==> config.mk <==
export PLATFORM = sky130hd
export DESIGN_NAME = multi_edge_detector
export DESIGN_NICKNAME = d
export VERILOG_FILES = /design/src/rtl/multi_edge_detector.sv
export SDC_FILE = /design/constraint.sdc
export NUM_CORES = 1
export LEC_CHECK = 0
export ABC_AREA = 1
export CAP_MARGIN = 10
export CORE_MARGIN = 5
export CORE_UTILIZATION = 41
export DETAILED_ROUTE_END_ITERATION = 12
export GPL_ROUTABILITY_DRIVEN = 0
export PLACE_DENSITY = 0.77
export SYNTH_ARGS = -nofsm -noshare
export SYNTH_HDL_FRONTEND = slang
export SYNTH_SLANG_ARGS = --single-unit
export TNS_END_PERCENT = 1
==> constraint.sdc <==
create_clock -name clk -period 1.6 [get_ports clk]
set_input_delay 0.4 -clock clk [delete_from_list [all_inputs] [get_ports clk]]
set_output_delay 0.4 -clock clk [all_outputs]
set_load 0.005 [all_outputs]
==> src/rtl/multi_edge_detector.sv <==
// Multi-channel edge detector: per-channel synchroniser, stable-time glitch
// filter, selectable-edge Mealy tick, sticky pending flags and a maskable irq.
module multi_edge_detector #(
    parameter int WIDTH         = 8,
    parameter int SYNC_STAGES   = 2,
    parameter int FILTER_CYCLES = 4
) (
    input  logic                 clk,
    input  logic                 reset,
    input  logic [WIDTH-1:0]     level,
    input  logic [2*WIDTH-1:0]   mode,
    input  logic [WIDTH-1:0]     clear,
    input  logic [WIDTH-1:0]     irq_en,
    output logic [WIDTH-1:0]     tick,
    output logic [WIDTH-1:0]     filtered,
    output logic [WIDTH-1:0]     pending,
    output logic                 irq
);

    localparam int CW = (FILTER_CYCLES > 1) ? $clog2(FILTER_CYCLES) : 1;
    localparam logic [CW-1:0] CNT_LAST = CW'(FILTER_CYCLES - 1);

    genvar gi;
    generate
        for (gi = 0; gi < WIDTH; gi++) begin : g_ch
            logic [SYNC_STAGES-1:0] sync_reg;
            logic                   s;
            logic                   filt_reg;
            logic                   filt_next;
            logic [CW-1:0]          cnt_reg;
            logic [CW-1:0]          cnt_next;
            logic                   accept;
            logic                   pend_reg;

            if (SYNC_STAGES == 1) begin : g_sync1
                always_ff @(posedge clk or posedge reset) begin
                    if (reset) sync_reg <= '0;
                    else       sync_reg <= level[gi];
                end
            end else begin : g_syncn
                always_ff @(posedge clk or posedge reset) begin
                    if (reset) sync_reg <= '0;
                    else       sync_reg <= {sync_reg[SYNC_STAGES-2:0], level[gi]};
                end
            end

            assign s = sync_reg[SYNC_STAGES-1];

            // State is (filt_reg, cnt_reg != 0): STABLE_LOW/PEND_HIGH/STABLE_HIGH/PEND_LOW.
            always_comb begin
                filt_next = filt_reg;
                cnt_next  = '0;
                accept    = 1'b0;
                if (s != filt_reg) begin
                    if (cnt_reg == CNT_LAST) begin
                        accept    = 1'b1;
                        filt_next = s;
                    end else begin
                        cnt_next = cnt_reg + 1'b1;
                    end
                end
            end

            always_ff @(posedge clk or posedge reset) begin
                if (reset) begin
                    filt_reg <= 1'b0;
                    cnt_reg  <= '0;
                    pend_reg <= 1'b0;
                end else begin
                    filt_reg <= filt_next;
                    cnt_reg  <= cnt_next;
                    pend_reg <= tick[gi] | (pend_reg & ~clear[gi]);
                end
            end

            // Mode is only looked at in the accept cycle, so it may change mid-filter.
            assign tick[gi]     = accept & (s ? mode[2*gi] : mode[2*gi+1]);
            assign filtered[gi] = filt_reg;
            assign pending[gi]  = pend_reg;
        end
    endgenerate

    assign irq = |(pending & irq_en);

endmodule

==> results of run 1 <==
## worst max-delay path by stage
stage,end,slack (ns),cells after the start
6_report,g_ch[3].pend_reg,-0.04,12
2_1_floorplan,g_ch[0].cnt_reg[0],0.06,1
3_3_place_gp,tick[2],-0.42,6
3_5_place_dp,tick[3],-0.45,6
4_1_cts,tick[0],-0.1,6
5_1_grt,tick[3],-0.10,6
## layout make-up
class	count	area [um^2]
fill	467	1900
sequential	48	1200
timing repair buffer	105	935
multi-input combinational	120	649
inverter	41	154
tap	70	87.6
clock buffer	6	72.6
clock inverter	1	5.00
## Yosys cell counts
| library cell | n |
|---|---|
| o21a_1 | 1 |
| nor2_1 | 18 |
| nand3_1 | 14 |
| ha_1 | 8 |
| xnor2_1 | 8 |
| o21ai_0 | 8 |
| buf_4 | 16 |
| or2_1 | 8 |
| inv_1 | 41 |
| dfrtp_1 | 48 |
| nand2_1 | 55 |
## worst max-delay path: stages (launching register included)
cell	delay [ns]
dfrtp_1	0.43
inv_2	0.08
nand3_2	0.08
nand2_1	0.08
nand2_1	0.07
buf_4	0.14
buf_4	0.12
buf_4	0.12
buf_4	0.12
buf_6	0.10
buf_6	0.10
buf_6	0.10
nand2_1	0.04
## report_power, final
group | leakage, uW | total, uW | internal (uW) | switching, uW
registers | 0.000601 | 1720 | 1520 | 201
clock network | 0.0000410 | 648 | 297 | 350
logic | 0.00122 | 1350 | 775 | 575
total | 0.00186 | 3710 | 2590 | 1130
## metal layers
layer	vias to the layer above	routed length, um
li1	847	-
met1	765	1740
met2	42	2220
met3	7	278
met4	0	74
met5	-	0
## kinds of logic after synthesis
logic type               share of synthesized area (%)
buffers and inverters                             13.1
AO/OA/AOI/OAI                                     2.28
AND/OR/NAND/NOR                                   18.9
XOR/XNOR                                          3.36
adder cells (fa/ha/maj)                           4.80
flip-flops                                        57.6
## stage by stage
step	util [%]	instances	worst slack, ns	power [uW]	area, um^2
3_3_place_gp	58.5	374	-0.419	3020	2930
5_1_grt	62.0	391	-0.101	4060	3110
2_1_floorplan	-	225	0.0555	2480	2090
4_1_cts	60.5	388	-0.0977	3690	3030
6_report	62.0	391	-0.0440	3710	3110
3_5_place_dp	58.5	374	-0.448	3070	2930
## what timing repair did
item	CTS	global route
setup endpoints to repair	20	15
gates cloned	0	0
hold endpoints to repair	0	0
gates resized for setup	57	32
setup buffers	7	3
pin swaps	15	20
==> flow_summary.ini, run 1 <==
[critical_path]
rrSetupSlack_ns = -0.04
required_ns = 1.83
cp_max_fo = 4
startpoint = g_ch[3].sync_reg[1]
endpoint_kind = flip-flop
critPathLaunchType = flip-flop
timing.rr.end = g_ch[3].pend_reg
path_class = flip-flop to flip-flop
cp.arrival_ns = 1.87
r2r-start = g_ch[3].sync_reg[1]
r2r_cells = 12

[clocking]
cts_tree = built
cts_sinks = 48
clk_pin_slew_worst_paths_ns = 0.08
cts-buffers-inserted = 5
clockRootBuffer = clkbuf_8
htree_levels = 2
cts_hold_buffers = 0
insertion_delay_ns = 0.29
clockBufferDepth = 2

[job]
maxCapViolCount = 0

[grt]
grt_busiest_layer = met2
use_met2_pct = 24.3
groute.usage.overall_pct = 14.1
grt.overflow.total = 0
grt_pass1_vias = 1703
grt_max_degree = 27
grt_pass1_wl_mm = 7.16
use_met1_pct = 16.5
use_met3_pct = 4.10
grt_antenna_before_repair = 0

[sta]
max_freq_mhz = 608
tightest_slew_ns = 0.321
rsz0062_at_grt = true
hold_violations = 0
drv_slew = 0
finalCritPeriodShare_pct = 103
skew_ns = 0.00408
min_period_ns = 1.64
fin_setup_tns_ns = -0.116
slew_headroom_pct = 78.6
hold_ws_ns = 0.352
setup_slack_ns = -0.0440
setup_violations = 4

[status]
failed_checks = negative setup slack
status = complete, but fails checks

[synthesis]
yosys.area.top_type_share_pct = 57.6
ys_top_cells_by_area = dfrtp_1 58%, nand2_1 9.9%, inv_1 7.4%
synth.ff_latch_count = 48
synth-seq-area-share_pct = 57.6
synth_area_um2 = 2090
synth_area_per_cell_um2 = 9.28
synth_nets = 275
synth.distinct_cells = 11
synth_area_leader_cell = dfrtp_1
postSynthCellCount = 225
synth_warnings = 0

[final_layout]
drive_gt1_share_pct = 23.7
area_growth_pct = 48.9
final_nets = 371
final_common_cell = nand2_1
antennaDiodeCount = 0
layout_common_cells = 50 x nand2_1, 46 x dfrtp_1, 36 x buf_4

[worst_hold_path]
holdPathEnd = g_ch[7].sync_reg[1]
min_path_type = flip-flop to flip-flop
min_from = g_ch[7].sync_reg[0]
hold_depth = 0

[drt]
drt_iter0_drc = 79
drt-total-wl_mm = 4.32
viasPerCell = 4.25
ant_nets = 0
wire_per_inst_um = 11.0
drcViolationCount = 0
drt_pass1_iterations = 4
vias = 1661

[floorplanning]
die_x_um = 81.3
die_height_um = 81.3
start_util_pct = 41.7
rows = 26
die_area_um2 = 6620
coreArea_um2 = 5010
ios = 67

[place]
numPortBuffers = 66
dp_hpwl_mm = 3.12

[pwr]
leakagePower_uw = 0.00186
peakVddDrop_uv = 611
powerDensity_nw_per_um2 = 1200
Power figures use the tool's default switching activity.
==> run 2: changes to the inputs <==
--- a/config.mk
+++ b/config.mk
@@ -11,7 +11,7 @@
 export CORE_UTILIZATION = 41
 export DETAILED_ROUTE_END_ITERATION = 12
 export GPL_ROUTABILITY_DRIVEN = 0
-export PLACE_DENSITY = 0.77
+export PLACE_DENSITY_LB_ADDON = 0.2
 export SYNTH_ARGS = -nofsm -noshare
 export SYNTH_HDL_FRONTEND = slang
 export SYNTH_SLANG_ARGS = --single-unit
==> run 2 against run 1 <==
  * The run now ends clean
  * Cell count up 0.26%
  * Global-route usage fell by 1.6 points
  * Routed wire length shrank 9.9%
  * Count of clock-buffer cells in the layout unchanged
  * Sequential cell count stayed put
  * Sequential power about the same
  * Critical path type is now input pin to primary output
==> flow_summary.ini, run 2 (same netlist as run 1, synthesis figures left out) <==
[clocking]
cts-buffers-inserted = 5
htree_levels = 2
clk_pin_slew_worst_paths_ns = 0.08
cts_hold_buffers = 0
cts_sinks = 48
cts_tree = built
clockBufferDepth = 2
clockRootBuffer = clkbuf_8
insertion_delay_ns = 0.29

[pwr]
powerDensity_nw_per_um2 = 1160
leakagePower_uw = 0.00188
peakVddDrop_uv = 649

[critical_path]
critPathLaunchType = input pin
cp_cell_sequence = clkdlybuf4s50_1 > nand3_1 > nand2_1 > nand2_1 > inv_1 > buf_2
endpoint_kind = primary output
cp_max_fo = 2
crit_top_cell = nand2_1
required_ns = 1.20
cp.arrival_ns = 1.18
path_delay_family = buffers and inverters
critical-path-max-stage-delay_ns = 0.46
path_buf_inv = 3
path_class = input pin to primary output
crit_slowest_cell = clkdlybuf4s50_1

[place]
numPortBuffers = 66
post_dp_cell_area_um2 = 2950
dp_hpwl_mm = 2.91
pre_cts_ws_ns = -0.432

[floorplanning]
coreArea_um2 = 5010
start_util_pct = 41.7
die_height_um = 81.3
ios = 67
die_x_um = 81.3
rows = 26
die_area_um2 = 6620

[sta]
fin_setup_tns_ns = 0
min_period_ns = 1.58
skew_ns = 0.00251
max_freq_mhz = 634
finalCritPeriodShare_pct = 98.5
drv_slew = 0
setup_violations = 0
slew_headroom_pct = 83.5
rsz0062_at_grt = true
tightest_slew_ns = 0.248
setup_slack_ns = 0.0234
hold_violations = 0

[worst_hold_path]
min_path_type = flip-flop to flip-flop

[drt]
vias = 1626
ant_nets = 0
viasPerCell = 4.15
drt-total-wl_mm = 3.89
wire_per_inst_um = 9.93
drt_iter0_drc = 54
drt_pass1_iterations = 4
drcViolationCount = 0

[grt]
grt_max_degree = 49
use_met2_pct = 20.4
grt.overflow.total = 0
grt_busiest_layer = met2
use_met3_pct = 2.88
grt_antenna_before_repair = 0
grt_pass1_vias = 1553
grt_pass1_wl_mm = 6.41
use_met1_pct = 16.0
groute.usage.overall_pct = 12.6

[final_layout]
area_growth_pct = 50.0
design_area_um2 = 3130
final_util_pct = 62.5
fillers = 465
final_nets = 372
antennaDiodeCount = 0
final_common_cell = nand2_1
ff_latch_area_um2 = 1200
drive_gt1_share_pct = 23.3
multiInputGateArea_um2 = 667
layout_common_cells = 49 x nand2_1, 48 x dfrtp_1, 39 x buf_4

[job]
maxCapViolCount = 0

[status]
status = finished, final reports clean
run 2: cell type report:
type / instances / area share [%]
clock buffers: 6 / 2.32
clock inverters: 1 / 0.160
inverters: 41 / 4.92
multi-input cells: 120 / 21.3
flip-flops and latches: 48 / 38.4
well taps: 70 / 2.80
repair buffers: 106 / 30.1
run 2: final timing paths:
| check | from | end | slack (ns) | cells past startpoint |
|---|---|---|---|---|
| max | mode[15] | tick[7] | 0.02 | 6 |
| min | g_ch[1].sync_reg[0] | g_ch[1].sync_reg[1] | 0.35 | 0 |
| max reg2reg | g_ch[1].filt_reg | g_ch[1].pend_reg | 0.10 | 11 |
| min reg2reg | g_ch[1].sync_reg[0] | g_ch[1].sync_reg[1] | 0.35 | 0 |
| max in group asynchronous | reset | g_ch[4].filt_reg | 0.93 | 3 |
| min in group asynchronous | reset | g_ch[3].sync_reg[0] | 0.46 | 3 |
run 2: routing by layer:
metal | share of wire (%) | vias up
met1 | 44 | 732
met3 | 5.9 | 7
met5 | 0 | -
met4 | 1.6 | 0
li1 | - | 847
met2 | 48 | 40
run 2: stage by stage:
stage	cells	hold WS [ns]	power (uW)
after floorplan	225	0.331	2480
after global placement	374	0.332	3030
after detailed placement	374	0.336	3060
after CTS	389	0.355	3660
after global routing	392	0.359	3970
final	392	0.351	3640
run 2: what timing repair did:
item | 4_1_cts | 5_1_grt
gates resized for setup | 55 | 35
setup endpoints to repair | 23 | 12
pin swaps | 15 | 22
buffers inserted | 8 | 3
run 2: power breakdown:
group	switching (uW)	leakage (uW)	internal [uW]
clock	361	0.0000410	297
combinational	548	0.00123	745
sequential	179	0.000604	1510
==> run 3: changes to the inputs <==
--- a/config.mk
+++ b/config.mk
@@ -8,11 +8,11 @@
 export ABC_AREA = 1
 export CAP_MARGIN = 10
 export CORE_MARGIN = 5
-export CORE_UTILIZATION = 41
+export CORE_UTILIZATION = 45
 export DETAILED_ROUTE_END_ITERATION = 12
 export GPL_ROUTABILITY_DRIVEN = 0
 export PLACE_DENSITY_LB_ADDON = 0.2
 export SYNTH_ARGS = -nofsm -noshare
 export SYNTH_HDL_FRONTEND = slang
 export SYNTH_SLANG_ARGS = --single-unit
-export TNS_END_PERCENT = 1
+export TNS_END_PERCENT = 100
==> constraint.sdc (replaced) <==
create_clock -name clk -period 1.96 [get_ports clk]
set_input_delay 0.49 -clock clk [delete_from_list [all_inputs] [get_ports clk]]
set_output_delay 0.49 -clock clk [all_outputs]
set_load 0.005 [all_outputs]
==> run 3 against run 2 <==
  * Die area shrank 7.8%
  * Critical path depth unchanged
  * Sequential power shrank 17%
  * Non-clock buffer count down 32
  * Hold slack improved by 0.0042 ns
  * Global-route usage increased by 0.66 points
  * Design area down 9.4%
  * Combinational power shrank 30%
  * Clock power decreased by 15%
  * Register-to-register slack improved by 0.82 ns
  * Setup slack better by 0.039 ns
==> flow_summary.ini, run 3 (same netlist as run 1, synthesis figures left out) <==
[clocking]
cts_sinks = 48
clk_pin_slew_worst_paths_ns = 0.08
htree_levels = 2
insertion_delay_ns = 0.29
cts_tree = built
clockRootBuffer = clkbuf_8
cts_setup_buffers = 0
cts-buffers-inserted = 5
cts_hold_buffers = 0
clockBufferDepth = 2

[sta]
tightest_slew_ns = 0.252
slew_headroom_pct = 83.2
drv_slew = 0
rsz0062_at_grt = false
setup_slack_ns = 0.0621
hold_ws_ns = 0.355
max_freq_mhz = 527
skew_ns = 0.00839
min_period_ns = 1.90
setup_violations = 0
hold_violations = 0
fin_setup_tns_ns = 0
finalCritPeriodShare_pct = 96.8

[worst_hold_path]
min_path_type = flip-flop to flip-flop
hold_depth = 0

[grt]
use_met1_pct = 16.5
grt_max_degree = 49
grt_pass1_vias = 1474
groute.usage.overall_pct = 13.2
use_met3_pct = 4.92
use_met2_pct = 21.4
grt_pass1_wl_mm = 6.53
grt_antenna_before_repair = 0
grt.overflow.total = 0
grt_busiest_layer = met2

[final_layout]
multiInputGateArea_um2 = 612
final_nets = 340
drive_gt1_share_pct = 6.87
fillers = 372
final_common_cell = clkdlybuf4s50_1
antennaDiodeCount = 0
ff_latch_area_um2 = 1200
layout_common_cells = 57 x clkdlybuf4s50_1, 55 x nand2_1, 48 x dfrtp_1
area_growth_pct = 35.9

[drt]
drt-total-wl_mm = 3.68
drt_iter0_drc = 42
drcViolationCount = 0
vias = 1516
ant_nets = 0
drt_pass1_iterations = 4
viasPerCell = 4.42
wire_per_inst_um = 10.7

[pwr]
power_uw = 2870
leakagePower_uw = 0.00153
peakVddDrop_uv = 682
powerDensity_nw_per_um2 = 1010

[critical_path]
cp_max_fo = 1
r2r_cells = 5
cp.arrival_ns = 1.41
critPathLaunchType = input pin
path_class = input pin to primary output
required_ns = 1.47
endpoint_kind = primary output

[floorplanning]
start_util_pct = 47.3
die_height_um = 78.1
die_x_um = 78.1
rows = 24
die_area_um2 = 6100
ios = 67
coreArea_um2 = 4410

[place]
pre_cts_ws_ns = -0.267
dp_hpwl_mm = 2.87
numPortBuffers = 66

[job]
maxCapViolCount = 0

[status]
status = finished, final reports clean
==> run 3: changes by cell type in the layout (fill, tap and decap cells not counted), moves of 3 or more <==
cell,previous run,this run
buf_2,8,0
buf_4,39,7
clkdlybuf4s15_1,1,5
clkdlybuf4s50_1,23,57
dlygate4sd2_1,18,1
dlymetal6s2s_1,15,0
ha_1,2,8
ha_2,5,0
inv_1,37,40
inv_2,4,1
nand2_1,49,55
nand2_2,6,0
==> run 3: metrics by stage <==
stage,instance area [um^2],std cells,utilization [%]
after floorplan,2090,225,-
after global placement,2770,335,62.6
after detailed placement,2770,335,62.6
after CTS,2840,343,64.4
after global routing,2840,343,64.3
final,2840,343,64.3
==> run 3: critical path: stages <==
cell and delay, ns:
clkdlybuf4s50_1 0.40, nand2_1 0.07, nand2_1 0.05, nor2_1 0.11, nand2_1 0.08, clkdlybuf4s15_1 0.20
==> run 3: layer usage <==
layer / up-vias / routed length (um)
met3: 4 / 276
li1: 781 / -
met1: 695 / 1520
met2: 36 / 1850
met4: 0 / 29
met5: - / 0
==> run 3: area by class of cell <==
class | instances | area share (%)
well taps | 52 | 2.29
flip-flops and latches | 48 | 42.3
multi-input cells | 120 | 21.6
clock inverters | 3 | 0.662
inverters | 41 | 5.43
clock buffers | 5 | 2.43
repair buffers | 74 | 25.3
==> run 3: path summary, 6_finish.rpt <==
path,startpoint,end,slack (ns)
setup / recovery,irq_en[5],irq,0.06
hold / removal,g_ch[6].sync_reg[0],g_ch[6].sync_reg[1],0.35
setup reg to reg,g_ch[0].cnt_reg[0],g_ch[0].pend_reg,0.92
hold reg to reg,g_ch[6].sync_reg[0],g_ch[6].sync_reg[1],0.35
max in group asynchronous,reset,g_ch[6].filt_reg,1.20
min in group asynchronous,reset,g_ch[1].sync_reg[0],0.54
==> run 3: repair_timing <==
action / in CTS / in global routing
setup endpoints to repair: 9 / 7
pin swaps: 2 / 4
endpoints found under the hold margin: 0 / 0
gates resized for setup: 10 / 10
==> run 3: power breakdown <==
part	internal, uW	switching [uW]
clock network	249	312
logic	521	383
registers	1230	169
